File: src/rtl/instr_pkg.sv
// instr_pkg: mnemonic codes and MIPS opcode/function constants shared by the
// instruction encoder and the control decoder.
//   mnem_e      - 5-bit mnemonic code, 0..23 legal, 24..31 illegal
//   OP_* / FN_* - primary opcode and R-type function field values
//   mnem_legal  - true for codes that map to an instruction
package instr_pkg;

  typedef enum logic [4:0] {
    M_SLLV  = 5'd0,
    M_SRLV  = 5'd1,
    M_SRAV  = 5'd2,
    M_JR    = 5'd3,
    M_ADD   = 5'd4,
    M_ADDU  = 5'd5,
    M_SUB   = 5'd6,
    M_SUBU  = 5'd7,
    M_AND   = 5'd8,
    M_OR    = 5'd9,
    M_XOR   = 5'd10,
    M_NOR   = 5'd11,
    M_J     = 5'd12,
    M_BEQ   = 5'd13,
    M_BNE   = 5'd14,
    M_BLEZ  = 5'd15,
    M_BGTZ  = 5'd16,
    M_ADDI  = 5'd17,
    M_ADDIU = 5'd18,
    M_ANDI  = 5'd19,
    M_ORI   = 5'd20,
    M_XORI  = 5'd21,
    M_LW    = 5'd22,
    M_SW    = 5'd23
  } mnem_e;

  localparam logic [4:0] MNEM_LAST = 5'd23;

  localparam logic [5:0] OP_SPECIAL = 6'b000000;
  localparam logic [5:0] OP_J       = 6'b000010;
  localparam logic [5:0] OP_BEQ     = 6'b000100;
  localparam logic [5:0] OP_BNE     = 6'b000101;
  localparam logic [5:0] OP_BLEZ    = 6'b000110;
  localparam logic [5:0] OP_BGTZ    = 6'b000111;
  localparam logic [5:0] OP_ADDI    = 6'b001000;
  localparam logic [5:0] OP_ADDIU   = 6'b001001;
  localparam logic [5:0] OP_ANDI    = 6'b001100;
  localparam logic [5:0] OP_ORI     = 6'b001101;
  localparam logic [5:0] OP_XORI    = 6'b001110;
  localparam logic [5:0] OP_LW      = 6'b100011;
  localparam logic [5:0] OP_SW      = 6'b101011;

  localparam logic [5:0] FN_SLLV = 6'b000100;
  localparam logic [5:0] FN_SRLV = 6'b000110;
  localparam logic [5:0] FN_SRAV = 6'b000111;
  localparam logic [5:0] FN_JR   = 6'b001000;
  localparam logic [5:0] FN_ADD  = 6'b100000;
  localparam logic [5:0] FN_ADDU = 6'b100001;
  localparam logic [5:0] FN_SUB  = 6'b100010;
  localparam logic [5:0] FN_SUBU = 6'b100011;
  localparam logic [5:0] FN_AND  = 6'b100100;
  localparam logic [5:0] FN_OR   = 6'b100101;
  localparam logic [5:0] FN_XOR  = 6'b100110;
  localparam logic [5:0] FN_NOR  = 6'b100111;

  function automatic logic mnem_legal(input logic [4:0] m);
    return m <= MNEM_LAST;
  endfunction

endpackage

File: src/rtl/instr_encode_comb.sv
// instr_encode_comb: purely combinational MIPS word encoder.
//   mnem           in  5   mnemonic code (instr_pkg::mnem_e)
//   rs, rt, rd     in  5   register fields
//   imm            in  16  immediate / branch offset
//   target         in  26  jump index
//   word           out 32  encoded instruction (0 for illegal codes)
module instr_encode_comb
  import instr_pkg::*;
(
  input  logic [4:0]  mnem,
  input  logic [4:0]  rs,
  input  logic [4:0]  rt,
  input  logic [4:0]  rd,
  input  logic [15:0] imm,
  input  logic [25:0] target,
  output logic [31:0] word
);

  function automatic logic [31:0] r_type(input logic [4:0] s, input logic [4:0] t,
                                         input logic [4:0] d, input logic [5:0] f);
    return {OP_SPECIAL, s, t, d, 5'd0, f};
  endfunction

  function automatic logic [31:0] i_type(input logic [5:0] op, input logic [4:0] s,
                                         input logic [4:0] t, input logic [15:0] k);
    return {op, s, t, k};
  endfunction

  always_comb begin
    word = '0;
    case (mnem_e'(mnem))
      M_SLLV:  word = r_type(rs, rt, rd, FN_SLLV);
      M_SRLV:  word = r_type(rs, rt, rd, FN_SRLV);
      M_SRAV:  word = r_type(rs, rt, rd, FN_SRAV);
      M_JR:    word = r_type(rs, 5'd0, 5'd0, FN_JR);
      M_ADD:   word = r_type(rs, rt, rd, FN_ADD);
      M_ADDU:  word = r_type(rs, rt, rd, FN_ADDU);
      M_SUB:   word = r_type(rs, rt, rd, FN_SUB);
      M_SUBU:  word = r_type(rs, rt, rd, FN_SUBU);
      M_AND:   word = r_type(rs, rt, rd, FN_AND);
      M_OR:    word = r_type(rs, rt, rd, FN_OR);
      M_XOR:   word = r_type(rs, rt, rd, FN_XOR);
      M_NOR:   word = r_type(rs, rt, rd, FN_NOR);
      M_J:     word = {OP_J, target};
      M_BEQ:   word = i_type(OP_BEQ, rs, rt, imm);
      M_BNE:   word = i_type(OP_BNE, rs, rt, imm);
      M_BLEZ:  word = i_type(OP_BLEZ, rs, 5'd0, imm);
      M_BGTZ:  word = i_type(OP_BGTZ, rs, 5'd0, imm);
      M_ADDI:  word = i_type(OP_ADDI, rs, rt, imm);
      M_ADDIU: word = i_type(OP_ADDIU, rs, rt, imm);
      M_ANDI:  word = i_type(OP_ANDI, rs, rt, imm);
      M_ORI:   word = i_type(OP_ORI, rs, rt, imm);
      M_XORI:  word = i_type(OP_XORI, rs, rt, imm);
      M_LW:    word = i_type(OP_LW, rs, rt, imm);
      M_SW:    word = i_type(OP_SW, rs, rt, imm);
      default: word = '0;
    endcase
  end

endmodule

File: src/rtl/instr_encoder.sv
// instr_encoder: two-stage instruction encoder pipeline with valid/ready
// handshakes, byte-address counter and saturating word counter.
//   clock, reset          rising-edge clock, async active-high reset
//   in_valid/in_ready     request handshake; mnem, rs, rt, rd, imm, target
//   out_valid/out_ready   result handshake; out_word, out_addr
//   base_load, base_addr  reload the address counter (word aligned)
//   err                   sticky flag: an illegal mnemonic was accepted
//   out_count             handshaken words, saturating at 0xFFFF
module instr_encoder
  import instr_pkg::*;
(
  input  logic        clock,
  input  logic        reset,
  input  logic        in_valid,
  output logic        in_ready,
  input  logic [4:0]  mnem,
  input  logic [4:0]  rs,
  input  logic [4:0]  rt,
  input  logic [4:0]  rd,
  input  logic [15:0] imm,
  input  logic [25:0] target,
  output logic        out_valid,
  input  logic        out_ready,
  output logic [31:0] out_word,
  output logic [31:0] out_addr,
  input  logic        base_load,
  input  logic [31:0] base_addr,
  output logic        err,
  output logic [15:0] out_count
);

  logic        s1_valid;
  logic        s2_valid;
  logic [4:0]  s1_mnem;
  logic [4:0]  s1_rs;
  logic [4:0]  s1_rt;
  logic [4:0]  s1_rd;
  logic [15:0] s1_imm;
  logic [25:0] s1_target;
  logic [31:0] enc_word;
  logic [31:0] addr_cnt;
  logic        s2_en;
  logic        accept;
  logic        handshake;
  logic        in_legal;
  logic        unused_base_lsb;

  instr_encode_comb u_encode (
    .mnem   (s1_mnem),
    .rs     (s1_rs),
    .rt     (s1_rt),
    .rd     (s1_rd),
    .imm    (s1_imm),
    .target (s1_target),
    .word   (enc_word)
  );

  // S2 may load whenever its current word leaves (or it is empty); S1 may
  // load whenever it is empty or its content moves into S2.
  assign s2_en     = !s2_valid || out_ready;
  assign in_ready  = !s1_valid || !s2_valid || out_ready;
  assign accept    = in_valid && in_ready;
  assign handshake = s2_valid && out_ready;
  assign in_legal  = mnem_legal(mnem);

  assign out_valid = s2_valid;
  assign out_addr  = addr_cnt;

  assign unused_base_lsb = ^base_addr[1:0];

  always_ff @(posedge clock or posedge reset) begin
    if (reset) begin
      s1_valid  <= 1'b0;
      s2_valid  <= 1'b0;
      s1_mnem   <= '0;
      s1_rs     <= '0;
      s1_rt     <= '0;
      s1_rd     <= '0;
      s1_imm    <= '0;
      s1_target <= '0;
      out_word  <= '0;
      err       <= 1'b0;
      addr_cnt  <= '0;
      out_count <= '0;
    end else begin
      if (s2_en) begin
        s2_valid <= s1_valid;
        if (s1_valid) out_word <= enc_word;
      end
      // Illegal codes are consumed here but never marked valid in S1.
      if (in_ready) s1_valid <= in_valid && in_legal;
      if (accept) begin
        s1_mnem   <= mnem;
        s1_rs     <= rs;
        s1_rt     <= rt;
        s1_rd     <= rd;
        s1_imm    <= imm;
        s1_target <= target;
        if (!in_legal) err <= 1'b1;
      end
      // A reload takes priority; the departing word already showed the old address.
      if (base_load)      addr_cnt <= {base_addr[31:2], 2'b00};
      else if (handshake) addr_cnt <= addr_cnt + 32'd4;
      if (handshake && out_count != 16'hFFFF) out_count <= out_count + 16'd1;
    end
  end

endmodule

File: config.mk
export PLATFORM = sky130hd
export DESIGN_NAME = instr_encoder
export DESIGN_NICKNAME = d
export VERILOG_FILES = /design/src/rtl/instr_pkg.sv /design/src/rtl/instr_encode_comb.sv /design/src/rtl/instr_encoder.sv
export SDC_FILE = /design/constraint.sdc
export NUM_CORES = 1
export LEC_CHECK = 0
export CAP_MARGIN = 20
export CELL_PAD_IN_SITES_DETAIL_PLACEMENT = 2
export CELL_PAD_IN_SITES_GLOBAL_PLACEMENT = 2
export CORE_MARGIN = 3
export CORE_UTILIZATION = 30
export CTS_CLUSTER_DIAMETER = 80
export CTS_CLUSTER_SIZE = 40
export DETAILED_ROUTE_END_ITERATION = 7
export PLACE_DENSITY = 0.89
export SYNTH_ARGS = -nofsm -noshare
export SYNTH_HDL_FRONTEND = slang
export SYNTH_SLANG_ARGS = --single-unit
File: constraint.sdc
create_clock -name clock -period 6.9 [get_ports clock]
set_input_delay 1.38 -clock clock [delete_from_list [all_inputs] [get_ports clock]]
set_output_delay 1.38 -clock clock [all_outputs]
set_load 0.005 [all_outputs]
==> results.toml, run 1 <==
[placement]
dp_hpwl_um = 16000
dp_slack_ns = 2.548
gp_congestion = 0.7628
port_buffers = 176
dpl.cell_count = 1038
dpl_cell_area_mm2 = 0.008726

[power]
power.density_mw_per_mm2 = 279.5
leakage_nw = 3.710
p_total_mw = 2.616
ir_drop_uv = 165.0

[floorplanning]
pin_count = 182
core_area_mm2 = 0.02189
die_height_um = 155.6
dieArea_mm2 = 0.02421
die_w_um = 155.6
rows = 54
start_util_pct = 30.67

[layout]
drive_gt1_share_pct = 14.66
n_fill_cell = 2306
finish.utilization_pct = 42.75
final_cells = 1072
multiInputGateArea_mm2 = 0.002988
seq_area_mm2 = 0.003553
final_area_mm2 = 0.009359
nets = 879
area_growth_pct = 39.40

[route]
num_vias = 5617
routed_wl_um = 22540
drt_iter0_markers = 214
avgViaCountPerCell = 5.240
drtPass1Iterations = 4
post_drt_wl_per_cell_um = 21.02
drc = 0
final_antenna_net_count = 0

[sta]
finClkSkew_ns = 0.01510
rsz0062_at_grt = "no"
finalCritPeriodShare_pct = 61.43
slew_headroom_pct = 35.05
worst_slack_ns = 2.661
fin_hold_ws_ns = 0.4880
max_freq_mhz = 235.9
hold_violations = 0
finalSetupTns_ns = 0
slew_viol_final = 0
worst_slew_pin_slew_ns = 0.9668
min_period_ns = 4.239
finalSetupViolations = 0

[clock_tree]
cts_buffer_depth = 2
htreeDepth = 4
cts_tree = "done"
clkSlewWorstSetupHoldPaths_ns = 0.07
cts_resized = 0
cts_made_buffers = 17
insertion_delay_ns = 0.42
clock-sinks = 142
postCtsSetupRepairBufs = 0
hold_buffers = 0
root_buffer = "clkbuf_16"

[logic_synthesis]
synth_area_leaders = "dfrtp_1 (53%), mux2_2 (11%), o21ai_0 (3.3%), nand2_1 (3.2%), xnor2_1 (2.5%)"
synth_seq_area_share_pct = 52.93
yosysMostFrequentCell = "dfrtp_1"
ys_ff_latch = 142
synth.top_cell.area_share_pct = 52.93
avgSynthCellArea_um2 = 11.01
ys.flop_type = "dfrtp_1"
yosys_warnings = 0
synthesis.area_mm2 = 0.006714
synthTopCellsByCount = "dfrtp_1 (142), mux2_2 (64), nand2_1 (57), o21ai_0 (44), clkbuf_1 (29)"
ys_types = 61
yosysTopAreaCell = "dfrtp_1"
synth-edff-count = 0
postSynth.asyncResetShare_pct = 100.0
synthCells = 610

[setup_path]
cp.arrival_ns = 2.86
slowest_delay_ns = 0.67
path_cells = "clkdlybuf4s50_1, nand3b_1, clkdlybuf4s50_1"
critPathMaxFanout = 9
worst-r2r-setup-slack_ns = 4.12
crit_top_cell = "clkdlybuf4s50_1"
criticalPathCategory = "primary input to output port"
worstPathRequired_ns = 5.52
timing.rr.end = "out_word[19]$_DFFE_PP0P_"
worstRegToRegCells = 4
regToRegStartpoint = "s1_mnem[4]$_DFFE_PP0P_"
crit_slowest_cell = "clkdlybuf4s50_1"
worstSetupStartpointType = "primary input"
end_kind = "output port"

[grt]
grt_max_degree = 96
grt_pass1_wl_um = 36020
grt_pass1_vias = 6342
grt_usage_pct = 18.84
grt_antenna_before_repair = 1
grt_overflow = 0

[worst_hold_path]
whs_path_depth = 2
holdPathEnd = "out_word[31]$_DFFE_PP0P_"
hold_path.class = "flip-flop to flip-flop"
holdCritStartpoint = "out_word[31]$_DFFE_PP0P_"

[run_status]
status = "finished, final reports clean"

[job]
cap_viol_max_count = 0
worst max-delay path by stage:
| stage | startpoint | to | slack [ns] |
|---|---|---|---|
| 4_1_cts | out_ready | in_ready | 2.66 |
| 3_3_place_gp | out_ready | out_word[17]$_DFFE_PP0P_ | 2.68 |
| 3_5_place_dp | out_ready | out_word[19]$_DFFE_PP0P_ | 2.55 |
| 6_report | out_ready | in_ready | 2.66 |
| 2_1_floorplan | reset | err$_DFFE_PP0P_ | 1.71 |
| 5_1_grt | out_ready | in_ready | 2.61 |
cell families after synthesis:
group	synth area share [%]
compound gates	13.49
flops	52.93
buf+inv	2.758
fa+ha+maj	0.3727
simple gates	15.99
mux	10.88
other cells	0.05585
xor+xnor	3.522
layout by cell type (no fill, tap or decap), drive strengths merged, types with 11 or more instances in the layout:
cell type	count
dfrtp	142
mux2	64
inv	14
nand3	27
clkbuf	17
xnor2	19
nand2	57
clkdlybuf4s50	176
nand4	15
a22oi	21
or4	12
nor2	19
and4	11
a31oi	12
o21ai	45
cell type report:
| type | instances | area share (%) |
|---|---|---|
| antenna | 1 | 0.02674 |
| clock buffer | 17 | 4.545 |
| clock inverter | 15 | 2.032 |
| inverter | 8 | 0.3743 |
| multi-input combinational | 427 | 31.93 |
| sequential | 142 | 37.97 |
| tap | 280 | 3.743 |
| timing repair buffer | 182 | 19.39 |
per-layer routing:
layer | vias up | GRT usage [%] | share of wire (%)
li1 | 2597 | - | -
met1 | 2916 | 23.90 | 43
met2 | 92 | 33.65 | 53
met3 | 12 | 2.968 | 2.5
met4 | 0 | 4.794 | 1.2
met5 | - | 0 | 0
sequential cells by signal (all words and copies together) (netlist names):
name / flops
out_valid: 1
s1_rd: 5
out_word: 31
s1_target: 26
s1_mnem: 5
s1_rt: 5
out_count: 16
s1_rs: 5
out_addr: 30
s1_imm: 16
err: 1
s1_valid: 1
power breakdown:
group          switching (mW)  leakage, nW  internal (mW)
sequential              0.135         1.72          0.967
clock                   0.446        0.296          0.495
combinational           0.239         1.69          0.333
total                   0.821         3.71           1.80
worst max-delay path, delay by kind of cell:
family / cells / cell delay [ns]
buf+inv: 2 / 1.21
simple gates: 1 / 0.26
Power figures use the tool's default switching activity.
==> run 2, diff against run 1 <==
Settings changed: CORE_UTILIZATION 30 to 27, PLACE_DENSITY 0.89 to 0.85.
Clock period 6.9 ns to 3.7 ns, I/O delays scaled along.
==> run 2 against run 1 <==
Compared with the run above: first-iteration DRC count is 11% higher; combinational power is 87% higher; register-to-register slack worse by 2.7 ns; critical path depth stayed put; clock power is 93% higher; largest power group unchanged; power is 89% higher; final area is 0.94% higher; hold slack worse by 0.0028 ns; die area is 11% higher; global-route usage is 1.6 points lower.
==> results.toml, run 2 (synthesized netlist as in run 1, its figures left out) <==
[grt]
grt_usage_pct = 17.21
grt_antenna_before_repair = 0
grt_overflow = 0
grt_max_degree = 143
grt_pass1_vias = 6311
grt_pass1_wl_um = 36210

[route]
routed_wl_um = 22720
num_vias = 5711
final_antenna_net_count = 0
post_drt_wl_per_cell_um = 20.32
drtPass1Iterations = 6
drc = 0
drt_iter0_markers = 238
avgViaCountPerCell = 5.108

[clock_tree]
cts_tree = "done"
cts_resized = 0
htreeDepth = 4
insertion_delay_ns = 0.41
root_buffer = "clkbuf_16"
clock-sinks = 142
cts_buffer_depth = 2
postCtsSetupRepairBufs = 0
hold_buffers = 0
cts_made_buffers = 17
clkSlewWorstSetupHoldPaths_ns = 0.07

[setup_path]
critPathMaxFanout = 9
criticalPathCategory = "primary input to output port"
cp.arrival_ns = 2.21
worstPathRequired_ns = 2.96
worstSetupStartpointType = "primary input"
end_kind = "output port"

[placement]
dp_hpwl_um = 16050
gp_congestion = 0.7718
port_buffers = 176

[floorplanning]
die_w_um = 163.7
pin_count = 182
rows = 57
core_area_mm2 = 0.02439
die_height_um = 163.7
dieArea_mm2 = 0.02679
start_util_pct = 27.53

[sta]
finalSetupViolations = 0
rsz0062_at_grt = "no"
finalSetupTns_ns = 0
hold_violations = 0
min_period_ns = 2.955
finClkSkew_ns = 0.01206
max_freq_mhz = 338.4
slew_headroom_pct = 36.79
worst_slew_pin_slew_ns = 0.9409
slew_viol_final = 0
finalCritPeriodShare_pct = 79.86

[layout]
seq_area_mm2 = 0.003553
drive_gt1_share_pct = 14.86
final_cell_mix = "clkdlybuf4s50_1 (176), dfrtp_1 (142), mux2_2 (64)"
largest_reg_flops = 31
n_antenna_cell = 0
n_fill_cell = 2599
layout_commonest_cell = "clkdlybuf4s50_1"
multiInputGateArea_mm2 = 0.002985
regMostFlops = "out_word"
area_growth_pct = 40.70
nets = 882

[run_status]
status = "finished, final reports clean"

[job]
cap_viol_max_count = 0

[power]
ir_drop_uv = 260.0
p_total_mw = 4.946
power.density_mw_per_mm2 = 523.6
leakage_nw = 3.728

[worst_hold_path]
hold_path.class = "flip-flop to flip-flop"
==> run 2: final timing paths <==
kind	start	to	slack (ns)	cells after the start
min reg2reg	out_word[3]$_DFFE_PP0P_	out_word[3]$_DFFE_PP0P_	0.49	2
max	out_ready	in_ready	0.75	3
max reg2reg	out_addr[2]$_DFFE_PP0N_	out_addr[26]$_DFFE_PP0N_	1.45	5
min	out_word[3]$_DFFE_PP0P_	out_word[3]$_DFFE_PP0P_	0.49	2
min in group asynchronous	reset	out_word[26]$_DFFE_PP0P_	0.89	3
max in group asynchronous	reset	out_count[3]$_DFFE_PP0P_	2.16	3
==> run 2: power by group <==
group	switching [mW]	internal (mW)	leakage [nW]
combinational	0.445	0.628	1.71
sequential	0.253	1.80	1.72
clock	0.748	1.07	0.297
==> run 2: cell type report <==
| cell class | count | area share [%] |
|---|---|---|
| clock inverter | 12 | 1.563 |
| clock buffer | 20 | 4.940 |
| inverter | 8 | 0.3576 |
| sequential | 142 | 37.62 |
| multi-input combinational | 427 | 31.60 |
| timing repair buffer | 185 | 19.63 |
| tap | 324 | 4.291 |
==> run 2: routing by layer <==
metal  vias to the layer above  part of all wire (%)  track usage, %
met5                         -                     0               0
met4                         0                   1.3           4.306
met3                        20                   3.4           3.153
met2                       114                    51           29.87
met1                      2970                    44           22.19
li1                       2607                     -               -
==> run 2: per-stage QoR <==
step / hold WS (ns) / instance area (um2) / setup WS [ns] / utilization [%] / instances
6_report: 0.4852 / 9447 / 0.7452 / 38.73 / 1118
5_1_grt: 0.5117 / 9447 / 0.6463 / 38.73 / 1118
4_1_cts: 0.4924 / 9447 / 0.7181 / 38.73 / 1118
3_5_place_dp: 0.4772 / 8832 / 0.6732 / 36.21 / 1086
3_3_place_gp: 0.4625 / 8832 / 0.7342 / 36.21 / 1086
2_1_floorplan: 0.4678 / 6725 / 1.183 / - / 612
==> run 2: worst max-delay path: stages <==
cell	delay [ns]
clkdlybuf4s50_1	0.67
nand3b_1	0.23
clkdlybuf4s50_1	0.57
